File: src/rtl/ifq_ctrl.sv
// ifq_ctrl: fetch sequencer and instruction FIFO between I-cache and dispatch.
// Optional IFQ_STATS_EN adds saturating fetch/flush counters.
module ifq_ctrl #(
  parameter int          DEPTH    = 16,
  parameter int          PTR_W    = 4,
  parameter logic [31:0] RESET_PC = 32'h0
) (
  input  logic        clk,
  input  logic        rst,
  output logic        icache_req,
  output logic [31:0] icache_addr,
  input  logic        icache_ack,
  input  logic [31:0] icache_data,
  input  logic        ifq_rd_en,
  output logic [31:0] ifq_inst,
  output logic [31:0] ifq_pc_out,
  output logic        ifq_empty,
  input  logic [31:0] ifq_jump_branch_address,
  input  logic        ifq_jump_branch_valid
`ifdef IFQ_STATS_EN
  ,
  output logic [15:0] stat_fetch_cnt,
  output logic [15:0] stat_flush_cnt
`endif
);
  typedef enum logic [1:0] {IDLE, REQ, DISCARD} state_t;
  localparam logic [PTR_W:0] FULL = (PTR_W+1)'(DEPTH);
  state_t state, state_n;
  logic [31:0] pc, pc_n, tgt, tgt_n;
  logic [31:0] inst_mem [DEPTH];
  logic [31:0] pc_mem [DEPTH];
  logic [PTR_W-1:0] rd_ptr, wr_ptr;
  logic [PTR_W:0] count, count_n;
  logic flush, push, pop;
  assign flush = ifq_jump_branch_valid;
  assign push = state == REQ && icache_ack && !flush;
  assign pop = ifq_rd_en && count != '0 && !flush;
  assign count_n = flush ? '0 : count + (PTR_W+1)'(push) - (PTR_W+1)'(pop);
  assign icache_req = state != IDLE;
  assign icache_addr = pc;
  assign ifq_inst = inst_mem[rd_ptr];
  assign ifq_pc_out = pc_mem[rd_ptr];
  // pc keeps the outstanding address during DISCARD; the redirect waits in tgt
  always_comb begin
    state_n = state;
    pc_n = pc;
    tgt_n = tgt;
    if (flush) begin
      tgt_n = ifq_jump_branch_address;
      state_n = (state != IDLE && !icache_ack) ? DISCARD : REQ;
      pc_n = (state != IDLE && !icache_ack) ? pc : ifq_jump_branch_address;
    end else if (state == IDLE) begin
      state_n = count_n < FULL ? REQ : IDLE;
    end else if (icache_ack) begin
      pc_n = state == DISCARD ? tgt : pc + 32'd4;
      state_n = (state == DISCARD || count_n < FULL) ? REQ : IDLE;
    end
  end
  always_ff @(posedge clk or negedge rst) begin
    if (!rst) begin
      state <= IDLE;
      pc <= RESET_PC;
      tgt <= RESET_PC;
      rd_ptr <= '0;
      wr_ptr <= '0;
      count <= '0;
      ifq_empty <= 1'b1;
      for (int i = 0; i < DEPTH; i++) begin
        inst_mem[i] <= '0;
        pc_mem[i] <= '0;
      end
    end else begin
      state <= state_n;
      pc <= pc_n;
      tgt <= tgt_n;
      count <= count_n;
      ifq_empty <= count_n == '0;
      rd_ptr <= flush ? '0 : rd_ptr + PTR_W'(pop);
      wr_ptr <= flush ? '0 : wr_ptr + PTR_W'(push);
      if (push) begin
        inst_mem[wr_ptr] <= icache_data;
        pc_mem[wr_ptr] <= pc + 32'd4;
      end
    end
  end
`ifdef IFQ_STATS_EN
  always_ff @(posedge clk or negedge rst) begin
    if (!rst) begin
      stat_fetch_cnt <= '0;
      stat_flush_cnt <= '0;
    end else begin
      stat_fetch_cnt <= (push && stat_fetch_cnt != 16'hFFFF) ? stat_fetch_cnt + 16'd1 : stat_fetch_cnt;
      stat_flush_cnt <= (flush && stat_flush_cnt != 16'hFFFF) ? stat_flush_cnt + 16'd1 : stat_flush_cnt;
    end
  end
`endif
endmodule

File: config.mk
export PLATFORM = sky130hd
export DESIGN_NAME = ifq_ctrl
export DESIGN_NICKNAME = d
export VERILOG_FILES = /design/src/rtl/ifq_ctrl.sv
export SDC_FILE = /design/constraint.sdc
export NUM_CORES = 2
export LEC_CHECK = 0
export CAP_MARGIN = 40
export CORE_MARGIN = 2
export CORE_UTILIZATION = 45
export CTS_CLUSTER_DIAMETER = 100
export DETAILED_ROUTE_END_ITERATION = 10
export DONT_BUFFER_PORTS = 1
export HOLD_SLACK_MARGIN = 0.12
export PLACE_DENSITY = 0.69
export SYNTH_ARGS = -nofsm -noshare
export SYNTH_HDL_FRONTEND = slang
export SYNTH_SLANG_ARGS = --single-unit
export TNS_END_PERCENT = 100
File: constraint.sdc
create_clock -name clk -period 3.1 [get_ports clk]
set_input_delay 0.775 -clock clk [delete_from_list [all_inputs] [get_ports clk]]
set_output_delay 0.775 -clock clk [all_outputs]
set_load 0.03 [all_outputs]
==> impl_summary.txt <==
----------------------------------------------------
[Clock tree]
  Number of clock buffers inserted by TritonCTS ... 111
  Clk sinks ... 1104
  CTS root buf ... clkbuf_16
  H-Tree Depth ... 3
  Post-CTS clock slew at the launch and capture registers of the worst setup and hold paths ... 0.06 ns
  Clock tree from TritonCTS ... yes
  Worst-skew pair later-pin latency ... 0.71 ns
  Buffers from clock root to sink, at most ... 3

[Critical path]
  Slowest Stage Delay on Critical Path ... 0.65 ns
  Type of the worst setup path ... flop to primary output
  CP endpoint kind ... primary output
  Sequence of cells on the critical path ... buf_4 > clkbuf_16 > buf_4 > mux4_2 > mux4_2
  Max FO, Critical Path ... 7
  CP startpoint ... rd_ptr[0]
  Slowest CP cell ... mux4_2
  Terminus of the critical flop-to-flop path ... state[0]
  Worst reg2reg path startpoint ... count[2]
  Required time at the endpoint of the critical path ... 2.32 ns
  Nature of the critical path startpoint ... flop
  Worst r2r path cells ... 14
  Worst-case register-to-register setup slack ... 0.13 ns
  WP data arrival ... 2.79 ns
  Worst setup path endpoint ... ifq_pc_out[23]

[Power and ir drop]
  Maximum vdd drop ... 0.475 mV
  Pleak ... 0.0258 uW
  Ratio of total power to cell area ... 707 nW/um^2
  Overall power after layout ... 40000 uW

[Synthesis]
  Yosys warning total ... 0
  Number of unique standard cell types used by synthesis ... 72
  Synth Cell Area ... 49300 um^2
  Seq cells post-synth ... 1104
  Post-synth EDFFs ... 0
  FFs w/ async S/R, synth ... 100%
  Net count of the mapped netlist ... 3831
  Top flip-flop cell by instance count after synthesis ... dfrtp_1
  Gate Count Post-Synth ... 3750
  Average footprint of a synthesized cell ... 13.2 um^2
  Part of the Yosys area used for sequential elements ... 56.0%

[Place]
  GPL Wtd Cong ... 0.804
  Final HPWL DP ... 70400 um
  Port Buffers ... 0

[STA]
  Setup slack of the critical path after layout ... -0.464 ns
  Maximum clock rate ... 0.281 GHz
  Max Slew Vio Count ... 0
  Slew Limit Headroom ... 23.6%
  Final clock period utilization by the worst path ... 115%
  Unrepaired setup endpoints after global routing ... true
  Transition time at the pin with the least slew margin ... 1.15 ns
  Hold Vio Cnt, Final ... 0
  Worst clock skew ... 0.0507 ns
  Total of endpoints with negative setup slack in the final report ... 64
  Final critical delay including setup and external delays ... 3.56 ns

[GRT]
  Total grt overflow ... 0
  Total track usage ... 22.4%
  Antenna violations before repair ... 1
  Largest net degree at the start of global routing ... 1105
  Global-route wire length before repair ... 194000 um
  Number of global-route vias before repair ... 31974

[Floorplan]
  Area of the die ... 112000 um^2
  FP Rows ... 121
  Height of the die ... 335 um
  Effective utilization at floorplan ... 45.3%
  IO Count ... 167
  Horizontal die dimension ... 335 um
  Placeable core region ... 109000 um^2

[Final layout]
  Layout area overhead ... 14.6%
  NumNets Final ... 3818
  Share of final-layout standard cells stronger than drive strength 1 ... 34.2%
  Antenna cells ... 0
  Final Core Density ... 51.9%

[Drt]
  Initial DRT Pass Iterations ... 8
  Total number of vias ... 30490
  DR iter-0 viols ... 2522
  Overall routed net length ... 125000 um
  Vias/cell ... 5.81
  Detail Route Antenna Nets ... 0
  Final routed wire length divided by cell count ... 23.8 um
  Detailed-route DRC error count ... 0

[Status]
  Status ... finished, violations left
  Violated checks ... setup timing

[Job]
  Maximum capacitance violations ... 0

[Worst hold path]
  Hold/Removal Path Class ... input pin to asynchronous set/reset pin

----------------------------------------------------
-- registers in the layout, summed over array words and instances, names as in the netlist --
name	flops
tgt	32
ifq_empty	1
count	5
state	2
icache_addr	32
inst_mem	512
pc_mem	512
rd_ptr	4
wr_ptr	4
-- cell usage after synthesis (5+ instances only) --
master	instances	area share, %
buf_1	34	0.26
buf_2	76	0.77
mux2_2	554	13
nor2b_1	11	0.14
xor2_1	5	0.089
o21ai_0	396	4.0
inv_1	27	0.21
mux4_2	314	14
nor2_1	150	1.1
ha_1	11	0.28
dfrtp_1	1103	56
xnor2_1	29	0.51
o22ai_1	6	0.076
nand2_1	522	4.0
o21ai_2	6	0.11
clkbuf_1	208	1.6
o21ai_1	10	0.10
and3_1	7	0.089
buf_4	10	0.15
mux2i_1	6	0.12
nor3_1	27	0.27
a21oi_1	123	1.2
nor3b_1	5	0.076
nand3_1	18	0.18
-- kinds of logic (layout without fill, tap and decap cells) --
logic type,count (synthesis),count (layout),synth area share [%]
buf+inv,359,440,3.03
mux,874,874,27.1
fa+ha+maj,12,12,0.320
flops,1104,1104,56.0
compound gates,592,592,6.41
simple gates,774,774,6.48
xor+xnor,35,35,0.637
-- worst min path at each step --
stage                          endpoint  slack [ns]  depth (start not counted)
after floorplan           inst_mem[100]        0.43                          2
after global placement       pc_mem[96]        0.44                          2
after detailed placement  inst_mem[120]        0.46                          2
after CTS                      count[2]       -0.21                          0
after global routing          rd_ptr[1]        0.16                          1
final                         rd_ptr[3]         0.1                          1
-- per-layer routing --
metal	wire length, um	vias to the layer above	GRT usage, %
li1	-	13425	-
met5	13	-	0
met3	6610	193	3.61
met1	51700	16113	29.5
met4	3470	2	7.15
met2	62900	757	38.2
-- layout by cell type (no fill, tap or decap), drive strengths merged, types with 6 or more instances in the layout --
cell type	count
inv	32
bufinv	13
nor4	6
and3	8
clkbuf	174
o21ai	412
nor2b	11
nor3	28
xor2	6
dfrtp	1103
mux2i	6
nand4	6
ha	11
nand3	18
mux2	554
mux4	314
nor3b	6
nor2	150
a21oi	127
clkinv	19
xnor2	29
o22ai	6
nand2	523
buf	198
-- final cells by class --
cell class,instances,area (um^2)
clock buffers,169,3270
clock inverters,38,608
fillers,8835,52300
inverters,28,105
multi-input cells,2287,20400
flip-flops and latches,1104,27600
well taps,1414,1770
repair buffers,205,2750
-- per-stage QoR --
stage | area (um^2) | TNS, ns | cells | hold slack [ns] | setup slack [ns]
after floorplan | 49300 | 0 | 3750 | 0.434 | 0.00756
after global placement | 51800 | -0.385 | 4996 | 0.444 | -0.213
after detailed placement | 51800 | -0.349 | 4996 | 0.455 | -0.199
after CTS | 56200 | -27.14 | 5229 | -0.209 | -0.465
after global routing | 56500 | -29.00 | 5245 | 0.159 | -0.502
final | 56500 | -25.37 | 5245 | 0.0985 | -0.464
-- report_power, final --
group | total, uW | leakage [uW] | internal, uW | switching [uW]
Combinational | 9390 | 0.00881 | 3750 | 5640
Sequential | 16500 | 0.0151 | 15600 | 970
Clock | 14100 | 0.00190 | 8370 | 5720
-- worst max-delay path, delay by kind of cell (launching register included) --
kind / cells / cell delay, ns
buf+inv: 3 / 0.50
flops: 1 / 0.55
mux: 2 / 1.08
-- timing repair --
action | 4_1_cts | 5_1_grt
hold buffers | 1 | 1
endpoints found under the hold margin | 1105 | 20
buffers inserted | 18 | 8
setup endpoints to repair | 67 | 451
gates resized for setup | 35 | 18
pin swaps | 4 | 6
gates cloned | 7 | 5
Note: power is estimated with default switching activity, not from simulation.
